**src/rtl/gimli_permutation_iterative.sv**
```systemverilog
// Iterative Gimli permutation: 384-bit state register, one (or two) rounds per BUSY cycle.
// Optional macro GIMLI_PERMUTATION_TWO_ROUNDS_PER_CYCLE_EN chains two rounds per cycle.

module gimli_all_columns_non_linear_permutation (
  input  logic [383:0] state_i,
  output logic [383:0] state_o
);

  for (genvar j = 0; j < 4; j++) begin : g_col
    logic [31:0] a_s;
    logic [31:0] b_s;
    logic [31:0] x_s;
    logic [31:0] y_s;
    logic [31:0] z_s;

    assign a_s = state_i[32*j +: 32];
    assign b_s = state_i[128 + 32*j +: 32];
    // x = rotl(a, 24), y = rotl(b, 9)
    assign x_s = {a_s[7:0], a_s[31:8]};
    assign y_s = {b_s[22:0], b_s[31:23]};
    assign z_s = state_i[256 + 32*j +: 32];

    assign state_o[256 + 32*j +: 32] = x_s ^ (z_s << 2'd1) ^ ((y_s & z_s) << 2'd2);
    assign state_o[128 + 32*j +: 32] = y_s ^ x_s ^ ((x_s | z_s) << 2'd1);
    assign state_o[32*j +: 32]       = z_s ^ y_s ^ ((x_s & y_s) << 2'd3);
  end

endmodule

module gimli_permutation_iterative #(
  parameter int ROUNDS = 24
) (
  input  logic         clk,
  input  logic         rst,
  input  logic [383:0] din,
  input  logic         din_valid,
  output logic         din_ready,
  output logic [383:0] dout,
  output logic         dout_valid,
  input  logic         dout_ready
);

  localparam int CW = $clog2(ROUNDS + 1);
  localparam logic [CW-1:0] ROUNDS_C = CW'(ROUNDS);
  localparam logic [CW-1:0] ONE_C    = {{(CW-1){1'b0}}, 1'b1};
`ifdef GIMLI_PERMUTATION_TWO_ROUNDS_PER_CYCLE_EN
  localparam logic [CW-1:0] STEP_C   = CW'(2);
`else
  localparam logic [CW-1:0] STEP_C   = ONE_C;
`endif

  typedef enum logic [1:0] {
    IDLE = 2'd0,
    BUSY = 2'd1,
    DONE = 2'd2
  } fsm_t;

  fsm_t          fsm_q, fsm_d;
  logic [CW-1:0] cnt_q, cnt_d;
  logic [383:0]  state_q, state_d;
  logic          din_ready_q;
  logic          dout_valid_q;

  logic [383:0]  sp_a_s;
  logic [383:0]  round_a_s;
  logic [383:0]  round_out_s;

  // Linear layer of round r: small swap + constant when r%4==0, big swap when r%4==2.
  function automatic logic [383:0] linear_layer(input logic [383:0] s, input logic [CW-1:0] r);
    logic [383:0] t;
    t = s;
    case (r[1:0])
      2'd0: begin
        t[31:0]   = s[63:32] ^ 32'h9e377900 ^ {{(32-CW){1'b0}}, r};
        t[63:32]  = s[31:0];
        t[95:64]  = s[127:96];
        t[127:96] = s[95:64];
      end
      2'd2: begin
        t[31:0]   = s[95:64];
        t[63:32]  = s[127:96];
        t[95:64]  = s[31:0];
        t[127:96] = s[63:32];
      end
      default: t = s;
    endcase
    return t;
  endfunction

  gimli_all_columns_non_linear_permutation u_sp_a (
    .state_i (state_q),
    .state_o (sp_a_s)
  );

  assign round_a_s = linear_layer(sp_a_s, cnt_q);

`ifdef GIMLI_PERMUTATION_TWO_ROUNDS_PER_CYCLE_EN
  logic [383:0] sp_b_s;

  gimli_all_columns_non_linear_permutation u_sp_b (
    .state_i (round_a_s),
    .state_o (sp_b_s)
  );

  assign round_out_s = linear_layer(sp_b_s, cnt_q - ONE_C);
`else
  assign round_out_s = round_a_s;
`endif

  // Next-state logic for the load / iterate / present sequence.
  always_comb begin
    fsm_d   = fsm_q;
    cnt_d   = cnt_q;
    state_d = state_q;
    case (fsm_q)
      IDLE: begin
        if (din_valid) begin
          state_d = din;
          cnt_d   = ROUNDS_C;
          fsm_d   = BUSY;
        end else begin
          fsm_d   = IDLE;
        end
      end
      BUSY: begin
        state_d = round_out_s;
        cnt_d   = cnt_q - STEP_C;
        if (cnt_q == STEP_C) begin
          fsm_d = DONE;
        end else begin
          fsm_d = BUSY;
        end
      end
      DONE: begin
        if (dout_ready) begin
          fsm_d = IDLE;
        end else begin
          fsm_d = DONE;
        end
      end
      default: begin
        fsm_d = IDLE;
        cnt_d = '0;
      end
    endcase
  end

  // State registers; handshake outputs are registered from the next FSM state.
  always_ff @(posedge clk) begin
    if (rst) begin
      fsm_q        <= IDLE;
      cnt_q        <= '0;
      state_q      <= '0;
      din_ready_q  <= 1'b1;
      dout_valid_q <= 1'b0;
    end else begin
      fsm_q        <= fsm_d;
      cnt_q        <= cnt_d;
      state_q      <= state_d;
      din_ready_q  <= (fsm_d == IDLE);
      dout_valid_q <= (fsm_d == DONE);
    end
  end

  assign din_ready  = din_ready_q;
  assign dout_valid = dout_valid_q;
  assign dout       = state_q;

endmodule

```
**config.mk**
```make
export PLATFORM = sky130hd
export DESIGN_NAME = gimli_permutation_iterative
export DESIGN_NICKNAME = d
export VERILOG_FILES = /design/src/rtl/gimli_permutation_iterative.sv
export SDC_FILE = /design/constraint.sdc
export NUM_CORES = 2
export LEC_CHECK = 0
export BUFFER_PORTS_ARGS = -buffer_cell sky130_fd_sc_hd__buf_2
export CORE_AREA = 8 8 296 298
export CTS_CLUSTER_DIAMETER = 60
export DETAILED_ROUTE_END_ITERATION = 8
export DIE_AREA = 0 0 304 306
export GPL_TIMING_DRIVEN = 0
export SKIP_CTS_REPAIR_TIMING = 1
export SLEW_MARGIN = 20
export SYNTH_ARGS = -nofsm -noshare
export SYNTH_HDL_FRONTEND = slang
export SYNTH_SLANG_ARGS = --single-unit
export TNS_END_PERCENT = 30
```
**constraint.sdc**
```tcl
create_clock -name clk -period 4.5 [get_ports clk]
set_clock_uncertainty 0.2 [all_clocks]
set_input_delay 0.9 -clock clk [delete_from_list [all_inputs] [get_ports clk]]
set_output_delay 0.9 -clock clk [all_outputs]
set_load 0.02 [all_outputs]
```
== Word-level counts from Yosys, hierarchy flattened ==
Index checks and enable logic that the tools add are counted.

* Register bits after elaboration: 393
* Output and inout bits: 386
* Word-level logic and storage cells: 66

* Add/subtract/negate cells: 1
* Equal/unequal tests: 6
* Mux-type cells: 9
* Bitwise gates (word level): 39
* Reductions and logical operators: 6

{| class="wikitable"
|+ Operator list
! operator !! count
|-
| $pmux W384 S2 || 1
|-
| $xor A32 B32 Y32 || 24
|-
| $mux W384 || 1
|-
| $pmux W128 S2 || 1
|-
| $or A31 B31 Y31 || 4
|-
| $and A30 B30 Y30 || 4
|-
| $and A29 B29 Y29 || 4
|-
| $xor A32 B5 Y32 || 1
|-
| $not A15 Y15 || 1
|-
| $pmux W5 S3 || 1
|-
| $eq A2 B2 Y1 const B || 3
|-
| $logic_not A2 Y1 || 3
|-
| $pmux W2 S3 || 1
|-
| $eq A5 B1 Y1 const B || 1
|-
| $mux W5 || 1
|-
| $sub A5 B1 Y5 const B || 1
|-
| $mux W2 || 2
|-
| $reduce_and A2 Y1 || 2
|-
| $eq A2 B1 Y1 const B || 1
|-
| $ne A2 B2 Y1 const B || 1
|-
| $reduce_bool A2 Y1 || 1
|-
| $mux W1 || 1
|-
| $not A1 Y1 || 1
|}

== Depth between registers and ports, before layout ==
* Depth after elaboration: 6
* Mapped depth: 8

== Cells and area by module ==
From an unflattened synthesis, not the netlist that was laid out.

* Cells, all modules: 3248
* Area total of the unflattened synthesis: 27077.2 um2

{| class="wikitable"
|+ By module, submodules not included
! module !! times used !! cells each !! area an instance (um2) !! sequential area each (um2)
|-
| gimli_permutation_iterative || 1 || 2380 || 19214.7 || 7867.5
|-
| gimli_all_columns_non_linear_permutation || 1 || 868 || 7862.5 || 0.0
|}

== Least setup slack after synthesis ==
OpenSTA, ideal clock, no wires.

* Path type: input-to-reg
* Start point: in rst
* End point: reg state_q[11], in the netlist dout[11]
* Data arrival time: 1.864 ns
* Setup slack: 2.320 ns
* Stages on the path: 6
* Buffers on the path: 3
* Path through: buf_2 > or2_1 > buf_2 > clkbuf_1 > nor2_1 > a22o_1

{| class="wikitable"
|+ RTL lines
! element !! RTL line !! RTL
|-
| start, declared || 34 || <nowiki>input logic rst,</nowiki>
|-
| end signal, assigned || 159 || <nowiki>state_q <= state_d;</nowiki>
|-
| end, declared || 60 || <nowiki>logic [383:0] state_q, state_d;</nowiki>
|}

== Final worst setup path ==
* Start point: reg state_q[95], in the netlist dout[95]
* End point: reg state_q[90], in the netlist dout[90]

* Word-level cells in the longest chain between the ends: 4

{| class="wikitable"
|+ Ends and longest elaborated chain
! element !! RTL line !! RTL
|-
| $and A29 B29 Y29 || 25 || <nowiki>assign state_o[32*j +: 32] = z_s ^ y_s ^ ((x_s & y_s) << 2'd3);</nowiki>
|-
| $xor A32 B32 Y32 || 25 ||
|-
| $pmux W128 S2 || 72 || <nowiki>case (r[1:0])</nowiki>
|-
| $pmux W384 S2 || 115 || <nowiki>case (fsm_q)</nowiki>
|}

No other way between the ends.
A chain may end at the register's enable or synchronous reset.

==> results_tabular.tex <==
\begin{tabular}{lr}
\hline
Metric & Value \\
\hline
\multicolumn{2}{l}{\textbf{Outcome}} \\
Outcome & finished, violations left \\
Violated checks & design-rule violations \\
\multicolumn{2}{l}{\textbf{Synth}} \\
Yosys warns & 0 \\
Ranking of synthesized cells by area & dfxtp\_1 (30\%), xnor2\_1 (13\%), ha\_1 (12\%) \\
Part of the Yosys area used for sequential elements & a little under a third \\
Count of cell types in the netlist & 41 \\
Synthesized netlist cell count & 2995 \\
Net Count, Synth & 3623 \\
Proportion of synthesized flip-flops having asynchronous set or reset & 0\% \\
Yosys top cell area share & between 30\% and 40\% \\
Post-Synthesis Mean Instance Area & 8.67 sq um \\
Post-synthesis register bit count & 393 \\
Number of synthesized flops with an enable pin & 0 \\
Most used standard cells in the synthesized netlist & a21oi\_1 (481), dfxtp\_1 (393), xnor2\_1 (386) \\
Top-count cell post-synth & a21oi\_1 \\
Netlist area before placement & approximately 26000 sq um \\
Cell type with the highest aggregate area in the netlist & dfxtp\_1 \\
Primary flip-flop cell chosen by synthesis mapping & dfxtp\_1 \\
\multicolumn{2}{l}{\textbf{STA}} \\
Min Tclk post-route & 3.17 ns \\
Post-route clock period utilization & a little over two thirds \\
Summed negative setup slack over all endpoints & 0 ns \\
Final critical-path setup slack & 1.33 ns \\
Hold WS & around 0.29 ns \\
Unrepaired setup endpoints after global routing & no \\
Slew at the pin closest to its max-slew limit & around 1.3 ns \\
Number of pins exceeding their max-slew limit in the final report & 0 \\
Max\_slew headroom & 11.4\% \\
Maximum clock rate & 316 MHz \\
Final count of hold timing violations & 0 \\
Final setup violating endpoints & 0 \\
\multicolumn{2}{l}{\textbf{Drt}} \\
Number of iterations in the first detailed-routing pass & 9 \\
Routed metal-1 wirelength & 69300 um \\
DRC violations left & 2 \\
Mean routed wirelength per cell & 34.5 um \\
Iter 0 DRT Violations & 3389 \\
Total number of vias & a little under 30000 \\
Top Layer Used & met5 \\
Number of vias per cell after detailed routing & 5.98 \\
Total detailed-routing wirelength & 172000 um \\
Met3 layer wire length in the routed design & between 10000 and 15000 um \\
Met2 routed WL & 76800 um \\
Number of nets still failing antenna checks after routing & 0 \\
\multicolumn{2}{l}{\textbf{Global routing}} \\
Global router's overall resource usage & 34.8\% \\
Pin count of the biggest net entering global routing & 14 \\
Initial antenna violation count & 32 \\
Global-route wire length before repair & 232000 um \\
Global route overflow & 0 \\
Vias in the first global route & $\sim$29000 \\
\multicolumn{2}{l}{\textbf{Floorplanning}} \\
Core area & 82900 sq um \\
Cell row count & 106 \\
Chip width & a little over 300 um \\
Full die area & 93000 sq um \\
Number of ports placed on the die boundary & slightly below 800 \\
Initial Util & 31.3\% \\
Chip height & 306 um \\
\multicolumn{2}{l}{\textbf{Critical path}} \\
Critical path capture point type & flip-flop \\
Worst path arrival time & 3.53 ns \\
Worst setup path category & reg2reg \\
Maximum fanout count along the critical path & 5 \\
CP required & 4.86 ns \\
Startpoint Class & flip-flop \\
\multicolumn{2}{l}{\textbf{Layout}} \\
Area occupied by registers & 7870 sq um \\
Fill cell count & 8737 \\
Area used by multi-input combinational logic & $\sim$17000 sq um \\
Layout cell share with drive strength beyond 1 & between 20\% and 30\% \\
Signed area change from the synthesized netlist to the final layout & 27.7\% \\
Final-stage net count & 4450 \\
\multicolumn{2}{l}{\textbf{Placed design}} \\
GP Congestion & about 1.0 \\
Post-placement setup slack & 1.32 ns \\
Final HPWL from detailed placement & 142000 um \\
Number of port buffers & around 770 \\
\multicolumn{2}{l}{\textbf{Clock network}} \\
Clock tree from TritonCTS & built \\
Buffer depth of the longest clock path & 3 \\
Clock H-tree levels & 2 \\
Clock Latency Late Sink & 0.63 ns \\
TritonCTS Buffers & 54 \\
CTS sink count & 393 \\
Clock slew at reported path FFs & 0.06 ns \\
Clock Root Buffer & clkbuf\_16 \\
\multicolumn{2}{l}{\textbf{Power}} \\
Static Leak & 0.0152 uW \\
PnR Total Power & 15600 uW \\
Power Dens Cells & between 400 and 500 nW/um\^{}2 \\
Maximum vdd drop & 245 uV \\
\multicolumn{2}{l}{\textbf{Run}} \\
Max-Cap Viols & 0 \\
\multicolumn{2}{l}{\textbf{Hold path}} \\
Path type of the worst min-delay path & reg2reg \\
\hline
\end{tabular}
==> final timing paths <==
check             slack [ns]                     end  cells after the start              startpoint
hold / removal          0.29  dout[287]$_SDFFE_PP0P_                      2  dout[287]$_SDFFE_PP0P_
setup reg to reg        1.33   dout[90]$_SDFFE_PP0P_                      5   dout[95]$_SDFFE_PP0P_
setup / recovery        1.33   dout[90]$_SDFFE_PP0P_                      5   dout[95]$_SDFFE_PP0P_
hold reg to reg         0.29  dout[287]$_SDFFE_PP0P_                      2  dout[287]$_SDFFE_PP0P_
==> stage by stage <==
step                std cells  utilization [%]  cell area (sq um)
finish                   4968             40.0              33200
global route             4964             40.0              33200
CTS                      4946             39.9              33100
detailed placement       4846             37.6              31200
global placement         4846             37.6              31200
floorplan                2995                -              26000
==> where the power goes <==
group / total, uW / internal, uW / switching [uW]
sequential: 4830 / 3900 / 923
combinational: 6130 / 2110 / 4020
clock: 4660 / 2820 / 1840
==> cell families after synthesis <==
logic type	Yosys count	share of synthesized area, %
flops	393	30.3
buf+inv	267	4.96
simple gates	469	6.99
fa+ha+maj	240	11.6
compound gates	1116	29.0
xor+xnor	510	17.2
==> registers in the layout (all words and copies together), names as in the netlist <==
signal,cells
fsm_q,2
dout,384
din_ready,1
cnt_q,5
dout_valid,1
==> cell type report <==
cell class | instances | area share [%]
flip-flops and latches | 393 | 23.7
well taps | 1080 | 4.07
clock inverters | 26 | 0.951
repair buffers | 771 | 11.6
plain buffers | 258 | 3.80
clock buffers | 74 | 4.80
multi-input cells | 2335 | 50.8
inverters | 9 | 0.102
diodes | 22 | 0.166
==> critical path: stages (launching register included) <==
cell	delay (ns)
dfxtp_1	0.74
ha_1	0.30
xor2_1	0.99
a21oi_1	0.17
a211oi_1	0.56
a21o_1	0.13
==> per-layer routing <==
layer	track usage [%]	vias up
met5	0	-
met4	18.0	12
met3	7.82	449
met2	55.5	1928
met1	43.8	14600
li1	-	12700
==> cell usage in the layout (no fill, tap or decap), types with 3 or more instances in the layout <==
master and count:
clkbuf_2 3, a311oi_1 9, ha_1 240, clkbuf_8 10
buf_4 24, xor2_1 122, a21oi_1 481, nor3_1 9
bufinv_16 6, clkbuf_1 125, clkinv_2 9, inv_1 9
a211oi_1 100, a211o_1 10, nor2_1 162, a22oi_1 121
clkbuf_16 57, nand2_1 285, clkinvlp_4 5, a311o_1 3
a21o_1 93, diode_2 22, buf_6 11, buf_2 862
a22o_1 14, o211ai_1 14, dfxtp_1 393, inv_6 4
buf_1 11, o221ai_1 244, o22ai_1 8, a221oi_1 11
xnor2_1 386
Note: power is estimated with default switching activity, not from simulation.
